<file path="src/rtl/full_adder_pair.sv">
// full_adder_pair: adds two WIDTH-bit operands and a carry-in in two independent
// ways and registers both results side by side, plus a flag showing whether they
// disagree.
//   - Behavioural path: a single arithmetic expression.
//   - Structural path: a ripple chain of gate-level full-adder cells.
// Ports:
//   clk      - clock; all state updates on its rising edge
//   rst      - synchronous, active-high reset; clears sf, ss and mismatch
//   x, y     - WIDTH-bit operands
//   cin      - carry-in
//   sf       - registered behavioural result; sf[WIDTH] is carry-out, sf[WIDTH-1:0] is the sum
//   ss       - registered structural result, same layout as sf
//   mismatch - registered flag, 1 when the two combinational results differ
module full_adder_pair #(
  parameter int unsigned WIDTH = 1
) (
  input  logic             clk,
  input  logic             rst,
  input  logic [WIDTH-1:0] x,
  input  logic [WIDTH-1:0] y,
  input  logic             cin,
  output logic [WIDTH:0]   sf,
  output logic [WIDTH:0]   ss,
  output logic             mismatch
);

  localparam int unsigned RW = WIDTH + 1;

  logic [WIDTH:0] sf_c;
  wire  [WIDTH:0] carry;
  wire  [WIDTH-1:0] sum_s;
  logic [WIDTH:0] ss_c;
  logic           mismatch_c;

  // Behavioural path: operands are zero-extended first so the carry-out is kept.
  assign sf_c = RW'(x) + RW'(y) + RW'(cin);

  // Structural path: ripple chain of gate-level full adders, with cin entering cell 0.
  assign carry[0] = cin;

  for (genvar i = 0; i < WIDTH; i++) begin : g_cell
    wire ab_xor;
    wire ab_and;
    wire c_and;
    xor u_x0 (ab_xor, x[i], y[i]);
    xor u_x1 (sum_s[i], ab_xor, carry[i]);
    and u_a0 (ab_and, x[i], y[i]);
    and u_a1 (c_and, carry[i], ab_xor);
    or  u_o0 (carry[i+1], ab_and, c_and);
  end

  assign ss_c = {carry[WIDTH], sum_s};

  // Logical inequality, so unknown inputs show up as an unknown flag rather than being hidden.
  assign mismatch_c = (sf_c != ss_c);

  // Output registers; reset takes priority over capturing new results.
  always_ff @(posedge clk) begin
    if (rst) begin
      sf       <= '0;
      ss       <= '0;
      mismatch <= 1'b0;
    end else begin
      sf       <= sf_c;
      ss       <= ss_c;
      mismatch <= mismatch_c;
    end
  end

endmodule

</file>
<file path="config.mk">
export PLATFORM = sky130hd
export DESIGN_NAME = full_adder_pair
export DESIGN_NICKNAME = d
export VERILOG_FILES = /design/src/rtl/full_adder_pair.sv
export SDC_FILE = /design/constraint.sdc
export NUM_CORES = 1
export LEC_CHECK = 0
export ABC_AREA = 1
export BUFFER_PORTS_ARGS = -buffer_cell sky130_fd_sc_hd__buf_2
export CELL_PAD_IN_SITES_DETAIL_PLACEMENT = 1
export CELL_PAD_IN_SITES_GLOBAL_PLACEMENT = 1
export CORE_AREA = 4 4 41 43
export DETAILED_ROUTE_END_ITERATION = 10
export DIE_AREA = 0 0 45 47
export PLACE_DENSITY_LB_ADDON = 0.12
export SETUP_SLACK_MARGIN = 0.15
export SLEW_MARGIN = 5
export SYNTH_ARGS = -nofsm -noshare
export SYNTH_HDL_FRONTEND = slang
export SYNTH_SLANG_ARGS = --single-unit
</file>
<file path="constraint.sdc">
create_clock -name clk -period 0.87 [get_ports clk]
set_input_delay 0 -clock clk [delete_from_list [all_inputs] [get_ports clk]]
set_output_delay 0 -clock clk [all_outputs]
set_load 0.01 [all_outputs]
</file>
**Word level (Yosys, flattened, before mapping)**

Index checks and enable logic that the tools add are counted.

- Bits in registers: 5
- Logic and storage cells: 11
- Input port bits: 5
- Output and inout bits: 5

- Equal/unequal tests: 1
- Bitwise logic cells: 5
- $add $sub $neg: 2

Operator list:

| operator | count |
|---|---|
| 1-bit by 1-bit adder with 2-bit output | 1 |
| 2-bit by 1-bit adder with 2-bit output | 1 |
| 1-bit AND | 2 |
| 2-bit inequality test | 1 |
| 1-bit XOR | 2 |
| 1-bit bitwise OR | 1 |

**Logic depth before layout (Yosys ltp)**

Gate-level depths: netlist (run 1).

- Depth after elaboration: 4
- Mapped depth: 3
- Mapped depth without buffers: 3

**Least setup slack after synthesis (run 1)**

No wires, ideal clock.

- Kind: input-to-reg
- Start: input port y
- End: register sf[0]
- Path buffers: 0
- Data required time: 806 ps
- Setup slack: 200 ps
- Library setup time: 64 ps
- Stages: 3
- Arrival: 607 ps
- Cell sequence: fa_1 inv_1 nor2_1

- Cells in the longest elaborated chain, start to end: 2

RTL lines:

| item | RTL line | source |
|---|---|---|
| from (decl) | 20 | `input logic [WIDTH-1:0] y,` |
| 1-bit by 1-bit adder with 2-bit output | 36 | `assign sf_c = RW'(x) + RW'(y) + RW'(cin);` |
| 2-bit by 1-bit adder with 2-bit output | 36 |  |
| to (signal assigned) | 60 | `sf <= '0;` |
| to (signal assigned) | 64 | `sf <= sf_c;` |
| to (decl) | 22 | `output logic [WIDTH:0] sf,` |

No other way between the ends.
A chain may end at the register's enable or synchronous reset.

==> key figures, run 1 <==
Status
  • Status: finished clean

Pwr
  • PwrDens: 2130 mW/mm²
  • Leak Pwr: 0.0946 nW
  • Worst vdd ir: 0.240 mV
  • Overall Power: 0.000363 W

Timing
  • F_max: 1.52 GHz
  • Post-route minimum period: 0.658 ns
  • Setup WS post-layout: 0.212 ns
  • Fin. Hold Viols: 0
  • # setup viols final: 0
  • Fin crit share: 75.6%
  • Setup_tns: 0 ns
  • RSZ-0062 raised after global routing: no
  • Slew Limit Fails: 0

Min path
  • Hold depth: 4
  • Hold Crit Endpoint: sf[0]
  • Min-delay worst type: in2reg
  • Min-delay src: cin

Routing
  • Mean number of vias per cell: 2.71
  • DRT iter0 DRCs: 0
  • Post-Route WL: 248 µm
  • DR WL/cell: 7.09 µm
  • Vias: 95
  • Drt pass-1 iters: 1
  • Drt drc: 0
  • Post-route antenna net violation count: 0

Global route
  • Gr ovfl total: 0
  • Largest net degree at the start of global routing: 3
  • Vias in the first global route: 114
  • First-pass GRT wire length: 365 µm
  • Initial antenna violation count: 0
  • All-Layer GR Usage: 3.48%

Worst setup path
  • CP max stage cell: dfxtp_1
  • Largest stage delay on the critical path: 0.31 ns
  • CP required: 0.87 ns
  • Critical-path cell list: buf_2
  • Setup crit start kind: flop
  • Setup crit end kind: output port
  • WP buf/inv: 1
  • Critical path class: reg2out
  • CP Max Fanout: 2
  • Worst path top cell family by delay: flip-flops
  • WP data arrival: 0.66 ns

Layout
  • Register area: 40.0 µm²
  • Multi-input gate area: 31.3 µm²
  • Fin area: 170 µm²
  • Final nets: 28
  • Max reg flops: 2
  • Synth-to-Final Area Change: 67.9%
  • Share of cells above drive strength 1: 55.0%
  • Fill count: 164
  • # diodes: 0
  • Largest Register: sf
  • Regs by FF count: sf x2

Synth
  • Simple-gate portion of the synthesized area: 7.41%
  • Cell taking the most area after synthesis: dfxtp_1
  • Top cells by area, synth: dfxtp_1, buf_4, fa_1, inv_1, nor2_1
  • Syn Area/Cell: 9.21 µm²
  • Share of the synthesized area in the top cell type: 39.5%
  • XOR/XNOR share of the synthesized area: 0%
  • Compound-Gate Fraction of Synth Area: 0%
  • Top post-synthesis cells by count: buf_4, dfxtp_1, inv_1, nor2_1
  • Syn_nets: 17
  • Asr flop ratio synth: 0%
  • Sequential area share after synthesis: 39.5%
  • Synth unique cells: 6
  • Synthesized cell area: 101 µm²
  • Synth Instances: 11
  • Main flop type after synthesis: dfxtp_1
  • Synth warn: 0
  • Adder-Cell Fraction of Synth Area: 19.8%
  • Largest family of logic cells by synthesized area: buffers and inverters
  • Post-synthesis mux area share: 0%
  • EDFF count, synth: 0
  • Top-count cell post-synth: buf_4
  • Seq cells post-synth: 2

Placed design
  • Pre-CTS setup slack: 0.0559 ns
  • Placer congestion estimate: 0.500
  • Placed instance area: 138 µm²
  • Port buffer count: 8

Clocking
  • CTS clk-pin slew, worst paths: 0.03 ns
  • Clock buffer count from CTS: 3
  • Post-cts sizing count: 0
  • H-tree depth: 1
  • CTS Sinks: 2
  • Clock Path Buffers: 2
  • CTS tree: yes
  • CTS root buffer: clkbuf_4

Job
  • MaxCap Viol Count: 0

Floorplan
  • Initial Util: 7.79%
  • Die Area: 0.00212 mm²
  • Core area: 0.00130 mm²
  • Die Width: 45 µm
  • Std-Cell Rows: 13
  • # IOs: 10
  • Die H: 47 µm
## power by group
part           internal, W  switching (W)
clock network     0.000152      0.0000545
logic            0.0000256      0.0000273
registers         0.000101     0.00000293
total             0.000279      0.0000847
## cell type report
cell class	count	share of cell area (%)
inverters	2	4.41
clock buffers	3	13.2
flip-flops and latches	2	23.5
well taps	15	11.0
repair buffers	9	29.4
multi-input cells	4	18.4
## kinds of logic after synthesis
kind of cell / count (synthesis)
adders and majority gates: 1
other: 1
buffers and inverters: 5
DFF: 2
and+or+nand+nor: 2
## per-stage QoR
stage,std cells,util (%),hold slack [ns]
finish,35,13.1,0.149
global route,35,13.1,0.204
CTS,35,13.1,0.146
floorplan,11,-,0.0714
global placement,31,10.6,0.187
detailed placement,31,10.6,0.188
## per-layer routing
metal	track usage (%)	share of wire, %	vias up
met2	3.39	43	10
met3	0	16	2
met4	12.3	7.7	0
li1	-	-	44
met1	2.50	33	39
met5	0	0	-
## how the worst max path moves through the flow
stage	from	end	slack [ns]	cells after the start
floorplan	y	sf[0]	0.20	3
global placement	y	sf[0]	0.06	4
detailed placement	y	sf[0]	0.06	4
CTS	sf[0]	ss[0]	0.19	1
global route	sf[0]	ss[0]	0.16	1
finish	sf[0]	ss[0]	0.21	1
## what timing repair did
item,4_1_cts,5_1_grt
hold endpoints to repair,2,0
hold buffers,1,0
buffers inserted,0,0
## cells in the final DEF (no fill, tap or decap)
| cell | netlist | routed |
|---|---|---|
| clkbuf_4 | 0 | 3 |
| conb_1 | 1 | 1 |
| buf_2 | 0 | 8 |
| fa_1 | 1 | 1 |
| dlygate4sd3_1 | 0 | 1 |
| nor2_1 | 2 | 2 |
| inv_1 | 2 | 2 |
| dfxtp_1 | 2 | 2 |
Power figures use the tool's default switching activity.
==> inputs of run 2 (changes only) <==
ABC_AREA = 0   (was 1)
clock period = 0.8 ns   (was 0.87 ns; I/O delays follow)
==> run 2 against run 1 <==
Net effect: highest routed layer is now met3; global-route usage stayed put; critical path depth unchanged; worst hold slack better by 0.0069 ns; flip-flop and latch count is the same.
==> key figures, run 2 <==
Routing
  • Post-route antenna net violation count: 0 (unchanged)
  • Vias: 88 (-7.4%)
  • Drt drc: 0 (unchanged)
  • Drt pass-1 iters: 1 (unchanged)
  • Mean number of vias per cell: 2.67 (-1.8%)
  • DR WL/cell: 7.64 µm (+7.8%)
  • Post-Route WL: 252 µm (+1.6%)
  • DRT iter0 DRCs: 0 (unchanged)

Synth
  • Top-count cell post-synth: buf_4
  • Synthesized cell area: 98.8 µm² (-2.5%)
  • Synth Instances: 9 (-2)
  • Seq cells post-synth: 2 (unchanged)
  • Asr flop ratio synth: 0% (unchanged)
  • Share of the synthesized area in the top cell type: 40.5% (+1.0 points)
  • XOR/XNOR share of the synthesized area: 0% (unchanged)
  • Syn Area/Cell: 11.0 µm² (+19%)
  • Synth unique cells: 5 (-1)
  • Syn_nets: 15 (-2)
  • Adder-Cell Fraction of Synth Area: 20.3% (+0.50 points)
  • Largest family of logic cells by synthesized area: buffers and inverters
  • Compound-Gate Fraction of Synth Area: 0% (unchanged)
  • EDFF count, synth: 0 (unchanged)
  • Synth warn: 0 (unchanged)
  • Sequential area share after synthesis: 40.5% (+1.0 points)
  • Main flop type after synthesis: dfxtp_1
  • Post-synthesis mux area share: 0% (unchanged)
  • Cell taking the most area after synthesis: dfxtp_1
  • Top cells by area, synth: dfxtp_1, buf_4, fa_1, nor2b_1, conb_1
  • Top post-synthesis cells by count: buf_4, dfxtp_1, nor2b_1
  • Simple-gate portion of the synthesized area: 12.7% (+5.3 points)

Layout
  • # diodes: 0 (unchanged)
  • Max reg flops: 2 (unchanged)
  • Synth-to-Final Area Change: 87.3%
  • Most frequent cells in the layout: buf_2, clkbuf_4, buf_6, dfxtp_2
  • Regs by FF count: sf x2
  • Largest Register: sf
  • Share of cells above drive strength 1: 77.8% (+23 points)
  • Fill count: 162 (-1.2%)
  • Final nets: 26 (-7.1%)
  • Commonest non-fill, non-tap cell in the layout: buf_2

Global route
  • Largest net degree at the start of global routing: 3 (unchanged)
  • Gr ovfl total: 0 (unchanged)
  • All-Layer GR Usage: 3.48% (unchanged)
  • Initial antenna violation count: 0 (unchanged)
  • Vias in the first global route: 112 (-1.8%)
  • First-pass GRT wire length: 379 µm (+3.8%)

Worst setup path
  • Critical path class: reg2out
  • Setup crit end kind: output port
  • WP data arrival: 0.66 ns (about the same)
  • CP Max Fanout: 2 (unchanged)
  • Largest stage delay on the critical path: 0.31 ns (about the same)
  • Critical-path cell list: buf_2
  • CP max stage cell: dfxtp_2
  • WP buf/inv: 1 (unchanged)
  • Setup crit start kind: flop
  • CP required: 0.80 ns (-0.07 ns)
  • Worst path top cell family by delay: flip-flops

Placed design
  • Port buffer count: 8 (unchanged)
  • Placer congestion estimate: 0.534 (+6.8%)

Timing
  • RSZ-0062 raised after global routing: yes
  • Post-route minimum period: 0.657 ns
  • Fin. Hold Viols: 0 (unchanged)
  • F_max: 1.52 GHz
  • Slew Limit Fails: 0 (unchanged)
  • Fin crit share: 82.1%
  • Setup_tns: 0 ns (unchanged)
  • # setup viols final: 0 (unchanged)

Min path
  • Min-delay worst type: in2reg

Pwr
  • PwrDens: 2170 mW/mm² (+1.7%)
  • Worst vdd ir: 0.205 mV (-15%)
  • Leak Pwr: 0.0886 nW (-6.3%)
  • Overall Power: 0.000402 W (+11%)

Clocking
  • Post-CTS Setup Bufs: 0 (unchanged)
  • CTS clk-pin slew, worst paths: 0.03 ns (about the same)
  • H-tree depth: 1 (unchanged)
  • CTS tree: yes
  • CTS Sinks: 2 (unchanged)
  • CTS root buffer: clkbuf_4
  • Clock buffer count from CTS: 3 (unchanged)
  • Clock Path Buffers: 2 (unchanged)

Floorplan
  • Initial Util: 7.60% (-0.19 points)
  • Die Area: 0.00212 mm² (unchanged)
  • Core area: 0.00130 mm² (unchanged)
  • # IOs: 10 (unchanged)
  • Die H: 47 µm (unchanged)
  • Die Width: 45 µm (unchanged)
  • Std-Cell Rows: 13 (unchanged)

Status
  • Status: finished clean

Job
  • MaxCap Viol Count: 0 (unchanged)
-- run 2: timing repair --
item	in CTS	in global routing
gates resized for setup	2	3
setup endpoints to repair	4	5
hold buffers	1	0
hold endpoints to repair	2	0
-- run 2: final cells by class --
class,instances,area (µm²),share of cell area [%]
Multi-Input combinational cell,4,38.8,20.9
Sequential cell,2,42.5,23.0
Tap cell,15,18.8,10.1
Timing Repair Buffer,9,62.6,33.8
Clock buffer,3,22.5,12.2
-- run 2: through the flow --
stage / worst slack [ns] / area (µm²) / cells / utilization [%] / hold WS (ns)
after floorplan: 0.119 / 98.8 / 9 / - / 0.0716
after global placement: -0.0224 / 135 / 29 / 10.4 / 0.184
after detailed placement: -0.0325 / 135 / 29 / 10.4 / 0.187
after CTS: 0.126 / 170 / 33 / 13.1 / 0.165
after global routing: 0.118 / 185 / 33 / 14.2 / 0.180
final: 0.143 / 185 / 33 / 14.2 / 0.155
-- run 2: cell families (layout without fill, tap and decap cells) --
group	after synthesis	count (layout)
flip-flops	2	2
adder cells (fa/ha/maj)	1	1
other	1	1
AND/OR/NAND/NOR	2	2
buffers and inverters	3	12
-- run 2: worst paths after layout --
kind / from / to / slack [ns] / cells after the start
min: cin / sf[0] / 0.16 / 3
max: sf[0] / ss[0] / 0.14 / 1
-- run 2: metal layers --
layer / up-vias / track usage, % / part of all wire, %
met2: 9 / 4.24 / 45
met4: 0 / 8.77 / 0
li1: 40 / - / -
met1: 39 / 1.82 / 29
met3: 0 / 2.30 / 25
met5: - / 0 / 0
-- run 2: worst min-delay path, delay by kind of cell --
kind                       cells  cell delay (ns)
adders and majority gates      1             0.14
and+or+nand+nor                1             0.12
buffers and inverters          1             0.08
-- run 2: power by group --
part           internal (W)  switching, W
Combinational     0.0000370     0.0000267
Clock              0.000165     0.0000566
Sequential         0.000111    0.00000522
Total              0.000314     0.0000885
